File: src/rtl/cd_latch_ex_pkg.sv
// Package for the C/D latch exerciser.
//   state_t     - exerciser FSM states (9)
//   LFSR_SEED   - value loaded into the pattern LFSR at each start
//   LFSR_TAPS   - tap mask for the 8-bit Fibonacci LFSR (taps 8,6,5,4)
//   lfsr_next() - one LFSR shift step
package cd_latch_ex_pkg;

  typedef enum logic [3:0] {
    ST_IDLE,
    ST_SETUP,
    ST_OPEN,
    ST_CHECK_T,
    ST_CLOSE,
    ST_HOLD,
    ST_CHECK_H,
    ST_NEXT,
    ST_DONE
  } state_t;

  localparam logic [7:0] LFSR_SEED = 8'hA5;
  localparam logic [7:0] LFSR_TAPS = 8'hB8;  // bits 7,5,4,3 = taps 8,6,5,4

  function automatic logic [7:0] lfsr_next(input logic [7:0] cur);
    logic fb;
    fb = ^(cur & LFSR_TAPS);
    return {cur[6:0], fb};
  endfunction

endpackage

File: src/rtl/cd_latch_ex_lfsr.sv
// 8-bit Fibonacci LFSR supplying the pattern bit when the exerciser is built
// with CD_LATCH_EX_LFSR_EN.
//   clk, rst_n  - clock, synchronous active-low reset (loads the seed)
//   load_i      - reload LFSR_SEED (takes priority over step_i)
//   step_i      - advance one position
//   lfsr_o      - current LFSR value
module cd_latch_ex_lfsr
  import cd_latch_ex_pkg::*;
(
  input  logic       clk,
  input  logic       rst_n,
  input  logic       load_i,
  input  logic       step_i,
  output logic [7:0] lfsr_o
);

  // NOTE: state registers use non-blocking assignments so every flop samples
  // the pre-edge values of its inputs, independent of block ordering.
  always_ff @(posedge clk) begin
    if (!rst_n)      lfsr_o <= LFSR_SEED;
    else if (load_i) lfsr_o <= LFSR_SEED;
    else if (step_i) lfsr_o <= lfsr_next(lfsr_o);
  end

endmodule

File: src/rtl/cd_latch_exerciser.sv
// Stimulus/checker for a C/D latch under test. On start_i it runs NUM_STEPS
// steps; each step opens the latch with D=b, checks transparency, closes it,
// flips D and checks that the latch held b. Reports done, pass, error count
// (saturating) and the step index of the first failure.
//   clk, rst_n        - clock, synchronous active-low reset
//   start_i           - start pulse, honoured only in IDLE
//   c_o, d_o          - registered C/D drive to the latch
//   q_i, qbar_i       - latch outputs, sampled directly in the check states
//   busy_o, done_o    - run in progress / one-cycle end-of-run pulse
//   pass_o            - no failures in last run, held until next start
//   err_cnt_o         - failing checks in this run, saturating
//   fail_idx_o        - step of first failure, valid when err_cnt_o != 0
// Build option: define CD_LATCH_EX_LFSR_EN to take the step bit from an
// 8-bit LFSR instead of the alternating 0,1,0,1 pattern.
module cd_latch_exerciser #(
  parameter int SETTLE    = 2,
  parameter int NUM_STEPS = 16,
  parameter int ERR_W     = 8
) (
  input  logic                         clk,
  input  logic                         rst_n,
  input  logic                         start_i,
  output logic                         c_o,
  output logic                         d_o,
  input  logic                         q_i,
  input  logic                         qbar_i,
  output logic                         busy_o,
  output logic                         done_o,
  output logic                         pass_o,
  output logic [ERR_W-1:0]             err_cnt_o,
  output logic [$clog2(NUM_STEPS)-1:0] fail_idx_o
);
  import cd_latch_ex_pkg::*;

  localparam int IDX_W = $clog2(NUM_STEPS);
  localparam int CNT_W = (SETTLE > 1) ? $clog2(SETTLE) : 1;

  state_t             state_q, state_d;
  logic [IDX_W-1:0]   idx_q, idx_d;
  logic [CNT_W-1:0]   cnt_q, cnt_d;
  logic [ERR_W-1:0]   err_q, err_d;
  logic [IDX_W-1:0]   fail_idx_q, fail_idx_d;
  logic               pass_q, pass_d;
  logic               chk, fail;
  logic               lfsr_load, lfsr_step;
  logic               b_q, b_d;   // step bit now / after this edge
  logic               c_d, d_d;

  // Step-bit source
`ifdef CD_LATCH_EX_LFSR_EN
  logic [7:0] lfsr_q, lfsr_nx;

  cd_latch_ex_lfsr u_lfsr (
    .clk    (clk),
    .rst_n  (rst_n),
    .load_i (lfsr_load),
    .step_i (lfsr_step),
    .lfsr_o (lfsr_q)
  );

  always_comb begin
    lfsr_nx = lfsr_q;
    if (lfsr_load)      lfsr_nx = LFSR_SEED;
    else if (lfsr_step) lfsr_nx = lfsr_next(lfsr_q);
  end

  assign b_q = lfsr_q[0];
  assign b_d = lfsr_nx[0];
`else
  logic unused_lfsr_ctrl;
  assign unused_lfsr_ctrl = lfsr_load ^ lfsr_step;
  assign b_q = idx_q[0];
  assign b_d = idx_d[0];
`endif

  // A check fails if either Q or Qbar disagrees with the current step bit.
  assign fail = chk && ((q_i != b_q) || (qbar_i == b_q));

  // Next-state and bookkeeping
  // NOTE: every signal gets a default before the case statement; a path that
  // leaves one unassigned would infer a latch.
  always_comb begin
    state_d    = state_q;
    idx_d      = idx_q;
    cnt_d      = cnt_q;
    err_d      = err_q;
    fail_idx_d = fail_idx_q;
    pass_d     = pass_q;
    chk        = 1'b0;
    lfsr_load  = 1'b0;
    lfsr_step  = 1'b0;

    unique case (state_q)
      ST_IDLE: if (start_i) begin
        state_d    = ST_SETUP;
        idx_d      = '0;
        err_d      = '0;
        fail_idx_d = '0;
        pass_d     = 1'b0;
        lfsr_load  = 1'b1;
      end
      ST_SETUP: begin
        state_d = ST_OPEN;
        cnt_d   = '0;
      end
      ST_OPEN: begin
        if (cnt_q == CNT_W'(SETTLE - 1)) state_d = ST_CHECK_T;
        else                             cnt_d   = cnt_q + 1'b1;
      end
      ST_CHECK_T: begin
        chk     = 1'b1;
        state_d = ST_CLOSE;
      end
      ST_CLOSE: begin
        state_d = ST_HOLD;
        cnt_d   = '0;
      end
      ST_HOLD: begin
        if (cnt_q == CNT_W'(SETTLE - 1)) state_d = ST_CHECK_H;
        else                             cnt_d   = cnt_q + 1'b1;
      end
      ST_CHECK_H: begin
        chk     = 1'b1;
        state_d = ST_NEXT;
      end
      ST_NEXT: begin
        lfsr_step = 1'b1;
        if (idx_q == IDX_W'(NUM_STEPS - 1)) begin
          state_d = ST_DONE;
          pass_d  = (err_q == '0);
        end else begin
          state_d = ST_SETUP;
          idx_d   = idx_q + 1'b1;
        end
      end
      ST_DONE: state_d = ST_IDLE;
      default: state_d = ST_IDLE;
    endcase

    if (fail) begin
      if (err_q == '0)        fail_idx_d = idx_q;
      if (err_q != '1)        err_d      = err_q + 1'b1;
    end
  end

  // C/D drive for the state being entered, so the registered outputs line up
  // with the state register. D stays at b through the closing edge and
  // flips to ~b only once C is low.
  always_comb begin
    c_d = 1'b0;
    d_d = d_o;
    unique case (state_d)
      ST_SETUP, ST_CLOSE: d_d = b_d;
      ST_OPEN, ST_CHECK_T: begin
        c_d = 1'b1;
        d_d = b_d;
      end
      ST_HOLD, ST_CHECK_H: d_d = ~b_d;
      default: ;
    endcase
  end

  always_ff @(posedge clk) begin
    if (!rst_n) begin
      state_q    <= ST_IDLE;
      idx_q      <= '0;
      cnt_q      <= '0;
      err_q      <= '0;
      fail_idx_q <= '0;
      pass_q     <= 1'b0;
      c_o        <= 1'b0;
      d_o        <= 1'b0;
      busy_o     <= 1'b0;
      done_o     <= 1'b0;
    end else begin
      state_q    <= state_d;
      idx_q      <= idx_d;
      cnt_q      <= cnt_d;
      err_q      <= err_d;
      fail_idx_q <= fail_idx_d;
      pass_q     <= pass_d;
      c_o        <= c_d;
      d_o        <= d_d;
      busy_o     <= (state_d != ST_IDLE);
      done_o     <= (state_d == ST_DONE);
    end
  end

  assign pass_o     = pass_q;
  assign err_cnt_o  = err_q;
  assign fail_idx_o = fail_idx_q;

endmodule

File: config.mk
export PLATFORM = sky130hd
export DESIGN_NAME = cd_latch_exerciser
export DESIGN_NICKNAME = d
export VERILOG_FILES = /design/src/rtl/cd_latch_ex_pkg.sv /design/src/rtl/cd_latch_ex_lfsr.sv /design/src/rtl/cd_latch_exerciser.sv
export SDC_FILE = /design/constraint.sdc
export NUM_CORES = 1
export LEC_CHECK = 0
export CAP_MARGIN = 20
export CORE_UTILIZATION = 38
export CTS_CLUSTER_DIAMETER = 150
export DETAILED_ROUTE_END_ITERATION = 6
export HOLD_SLACK_MARGIN = 0.12
export SLEW_MARGIN = 20
export SYNTH_ARGS = -nofsm -noshare
export SYNTH_HDL_FRONTEND = slang
export SYNTH_HIERARCHICAL = 1
export SYNTH_SLANG_ARGS = --single-unit
File: constraint.sdc
create_clock -name clk -period 2.5 [get_ports clk]
set_input_delay 0.375 -clock clk [delete_from_list [all_inputs] [get_ports clk]]
set_output_delay 0.375 -clock clk [all_outputs]
set_load 0.02 [all_outputs]
# Word-level counts from Yosys, hierarchy flattened

Index checks and enable logic that the tools add are counted.

Bits in registers: 26
Input port bits: 5
Output and inout port bits: 17
Word-level logic and storage cells: 76

$add $sub $neg: 3
Eq/ne operators: 21
Muxes and demuxes: 24
Bitwise operators: 1
Reduce and logical (&&, ||, !) cells: 16

Operator list:

| kind                                                                  | count |
|---|---|
| 4-bit 2-to-1 mux                                                      | 10 |
| 8-bit 2-to-1 mux                                                      | 4 |
| 4-bit case mux with 8 select lines                                    | 1 |
| 4-bit by 3-bit equality test with 1-bit output, second input constant | 7 |
| 4-bit by 2-bit equality test with 1-bit output, second input constant | 4 |
| 2-bit OR reduction                                                    | 5 |
| 8-bit by 1-bit adder with 8-bit output, second input constant         | 1 |
| 4-bit by 1-bit equality test with 1-bit output, second input constant | 2 |
| 4-bit equality test, second input constant                            | 2 |
| 8-bit zero test                                                       | 1 |
| 8-bit inequality test, second input constant                          | 1 |
| 4-bit case mux with 2 select lines                                    | 1 |
| 2-bit inequality test, second input constant                          | 3 |
| 1-bit case mux with 2 select lines                                    | 3 |
| 3-bit AND reduction                                                   | 2 |
| 2-bit nonzero test                                                    | 3 |
| 1-bit 2-to-1 mux                                                      | 5 |
| 4-bit by 1-bit adder with 4-bit output, second input constant         | 1 |
| 4-bit zero test                                                       | 1 |
| 4-bit nonzero test                                                    | 1 |
| 4-bit OR reduction                                                    | 1 |
| 1-bit adder, second input constant                                    | 1 |
| 1-bit equality test                                                   | 1 |
| 1-bit logical AND                                                     | 1 |
| 3 further kinds                                                       | 3 |

# Logic depth before layout (Yosys ltp)

Word-level depth: 6
Mapped depth: 6
Depth with buffers taken out: 6

# Least setup slack after synthesis

OpenSTA, ideal clock, no wires.

Kind: reg2reg
From: register err_q[4] (netlist: err_cnt_o[4])
To: register err_q[3] (netlist: err_cnt_o[3])
Library setup time: 0.070 ns
Arrival: 1.579 ns
Required time: 2.430 ns
Setup slack: 0.851 ns
Cell stages (with the launch flop): 6
Buffers on the path: 1
Clock period less this slack: 1.649 ns
Cells stage by stage: dfxtp_1 -> and4_1 -> and4_1 -> clkbuf_1 -> or4_1 -> a21oi_1

Word-level cells in the longest chain between the ends: 3

Ends and longest elaborated chain:

| what                   | line                      | RTL |
|---|---|---|
| from (decl)            | cd_latch_exerciser.sv:41  | `logic [ERR_W-1:0] err_q, err_d;` |
| from (signal assigned) | cd_latch_exerciser.sv:179 | `err_q <= err_d;` |
| 8-bit inequality test  | cd_latch_exerciser.sv:142 | `if (err_q != '1) err_d = err_q + 1'b1;` |
| 8-bit 2-to-1 mux       | cd_latch_exerciser.sv:142 |  |
| 8-bit 2-to-1 mux       | cd_latch_exerciser.sv:140 | `if (fail) begin` |

Every way passes these cells.
A chain may end at the register's enable or synchronous reset.

# Worst setup path after layout

From: register state_q[0]
To: register err_q[7] (netlist: err_cnt_o[7])

Word-level cells in the longest chain between the ends: 5
Elaborated cells between the ends (all ways): 9
Those cells by class: 2 x eq/ne; 4 x mux; 3 x reduce/logical

Ends and longest elaborated chain:

| what                                                                                                             | line                      | RTL |
|---|---|---|
| from (decl)                                                                                                      | cd_latch_exerciser.sv:38  | `state_t state_q, state_d;` |
| from (signal assigned)                                                                                           | cd_latch_exerciser.sv:176 | `state_q <= state_d;` |
| 4-bit by 3-bit equality test with 1-bit output or 4-bit by 2-bit equality test with 1-bit output (tied branches) | cd_latch_exerciser.sv:93  | `unique case (state_q)` |
| 2-bit OR reduction (no line)                                                                                     | --                        |  |
| 1-bit 2-to-1 mux                                                                                                 | cd_latch_exerciser.sv:93  |  |
| 1-bit logical AND                                                                                                | cd_latch_exerciser.sv:77  | `assign fail = chk && ((q_i != b_q) \|\| (qbar_i == b_q));` |
| 8-bit 2-to-1 mux *                                                                                               | cd_latch_exerciser.sv:140 |  |

Mark *: on every way between the ends. The rest lies on a longest branch, timed or not.

==> summary.txt <==
Logic synthesis
  • Post-Syn Instances: around 160
  • Synth Flop Type: dfxtp_1
  • Area contributors post-synth: dfxtp_1 39%, a21oi_1 7.1%, nand3_1 4.9%, o211ai_1 3.9%, ha_1 2.8%
  • Synth Net Count: around 170
  • Yosys reg bits: 26
  • Post-Syn Area: between 1000 and 1500 sq um
  • Largest area contributor in the synthesized netlist: dfxtp_1
  • Synthesis Warnings: 6
  • Register area share after synthesis: 0.3888
  • Async set or reset register ratio after synthesis: 0
  • Area share of the largest cell type after synthesis: 0.3888
  • Netlist cell types: 42
  • Post-synth EDFFs: 0
  • Mapped Avg Cell Area: around 8.4 sq um

Clock tree
  • CTS tree: yes
  • # hold bufs at CTS: 0
  • Number of CTS-inserted buffers: 3
  • Clock Sinks: 26
  • Clk root buf: clkbuf_4
  • CTS max path bufs: 2
  • Post-CTS setup buffer count: 0
  • Skew-Pair Late Insertion Delay: around 0.31 ns
  • Htree depth: 1
  • Post-CTS sizing: 0
  • Worst-path clk slew: roughly 0.14 ns

Outcome
  • Status: complete, no violations

Flow run
  • Max Cap Viol: 0

Floorplanning
  • Die height: between 60 and 70 microns
  • Starting Density: 0.3981
  • Die area: around 3800 sq um
  • Number of top-level pins: 22
  • Core ar.: 3363 sq um
  • Die Width: between 60 and 70 microns
  • Row cnt: 21

STA
  • RSZ-0062 raised after global routing: false
  • Endpoints failing setup: 0
  • Least-Margin Pin Slew: ~0.64 ns
  • Fin Clk Skew: between 0.005 and 0.006 ns
  • Worst hold slack: ~0.5 ns
  • Fmax: roughly 500 MHz
  • Crit path time final: about 2 ns
  • Total negative slack: 0 ns
  • Slew Viols, Final: 0
  • Worst slew margin: 0.5740
  • Period utilisation layout: 0.7976
  • Final Hold Fails: 0

Setup path
  • Critical path arrival: between 2 and 2.5 ns
  • CP Capture Type: flop
  • Critical path required time: 2.75 ns
  • Setup crit start: state_q[0]
  • R2r startpoint: state_q[0]
  • Max incr delay on CP: 0.61 ns
  • Crit path max-delay cell type: dfxtp_1
  • Startpoint types: flop
  • Max FO, Critical Path: 16
  • Critical path class: flop to flop
  • CP Cell Sequence: xor2_2, nand4_2, or4_1, a21oi_1

Worst hold path
  • HP Start: idx_q[3]
  • Worst hold path type: flop to flop

Routing
  • Total Wirelength: between 2000 and 3000 microns
  • Routed via count: 1252
  • DRC Markers: 0
  • DRT Pass-1 Iters: 4
  • Drt wl/cell: around 13 microns
  • Post-route ant nets: 0
  • DR iter-0 viols: 82
  • Vias/cell: approximately 5.6

Pwr
  • Worst VDD drop: 236.6 uV
  • Static Leak: just over 0.5 nW
  • P per Cell Area: 504.7 nW/um^2

GRT
  • Largest net degree at the start of global routing: 17
  • Total grt overflow: 0
  • Vias in the first global route: 1100
  • Total GRT Usage: 0.1756
  • First-pass GRT wire length: 5016 microns
  • Initial antenna violation count: 0

Placement
  • Routability Congestion: 0.8056
  • Port buffer count: 21
  • Post-DP HPWL: 2166 microns

Final layout
  • Most frequent cells in the layout: 26 x dfxtp_1, 21 x clkdlybuf4s50_1, 19 x a21oi_1
  • Number of diodes: 0
  • Layout cells sized above 1: 0.06742
  • Synth-to-layout area growth: 22.62%
  • Final #Nets: roughly 190
  • Commonest non-fill, non-tap cell in the layout: dfxtp_1
power by group:
group / total (mW) / switching (mW) / internal, mW / leakage, nW
Clock: 0.283 / 0.121 / 0.162 / 0.0279
Combinational: 0.108 / 0.0631 / 0.0452 / 0.279
Sequential: 0.437 / 0.0114 / 0.425 / 0.210
stage by stage:
step | cells | total power, mW | setup slack (ns) | instance area [sq um] | utilization
floorplan | 159 | 0.5212 | 0.8506 | 1339 | -
global placement | 220 | 0.5532 | 0.4203 | 1589 | 0.4725
detailed placement | 220 | 0.5545 | 0.3446 | 1589 | 0.4725
CTS | 224 | 0.8405 | 0.5102 | 1642 | 0.4881
global route | 224 | 0.8690 | 0.3598 | 1642 | 0.4881
finish | 224 | 0.8285 | 0.5059 | 1642 | 0.4881
routing by layer:
metal,GRT usage,vias up,share of wire
li1,-,637,-
met1,0.2419,596,0.49
met2,0.2826,17,0.47
met3,0.02941,2,0.034
met4,0.05397,0,0.0068
met5,0,-,0
flip-flops by register name, summed over array words and instances (netlist names):
register,count
d_o,1
cnt_q,1
fail_idx_o,4
pass_o,1
state_q,4
c_o,1
err_cnt_o,8
done_o,1
busy_o,1
idx_q,4
logic make-up (layout without fill, tap and decap cells):
group | Yosys count | count (layout) | share of synthesized area
flip-flops | 26 | 26 | 0.3888
multiplexers | 1 | 1 | 0.007477
AND/OR/NAND/NOR | 63 | 63 | 0.2794
XOR/XNOR | 2 | 2 | 0.01870
adder cells (fa/ha/maj) | 3 | 3 | 0.02804
AO/OA/AOI/OAI | 49 | 49 | 0.2309
buffers and inverters | 15 | 34 | 0.04673
final cells by class:
class                      instances  area [sq um]
fill                             354          1722
multi-input combinational        118         755.7
sequential                        26         520.5
timing repair buffer              24         232.7
tap                               46         57.56
clock inverter                     1         30.03
clock buffer                       3         22.52
inverter                           6         22.52
worst max-delay path: cells and delay by family (launching register included):
family,cells,cell delay (ns)
xor+xnor,1,0.20
compound gates,1,0.17
flops,1,0.61
simple gates,2,0.94
cells in the mapped netlist, types with 4 or more instances:
library cell  number
nand2b_1           5
a21oi_1           19
o211ai_1           7
or3_1              4
clkbuf_1           6
o21ai_0            7
nand2_1           10
dfxtp_1           26
nor2_1             6
inv_1              6
nand3_1           13
worst paths after layout:
kind / to / slack [ns] / cells past startpoint
worst min register to register: fail_idx_o[3] / 0.51 / 2
worst max register to register: err_cnt_o[7] / 0.51 / 4
worst max-delay path: err_cnt_o[7] / 0.51 / 4
worst min-delay path: fail_idx_o[3] / 0.51 / 2
(Power assumes the default switching activity.)
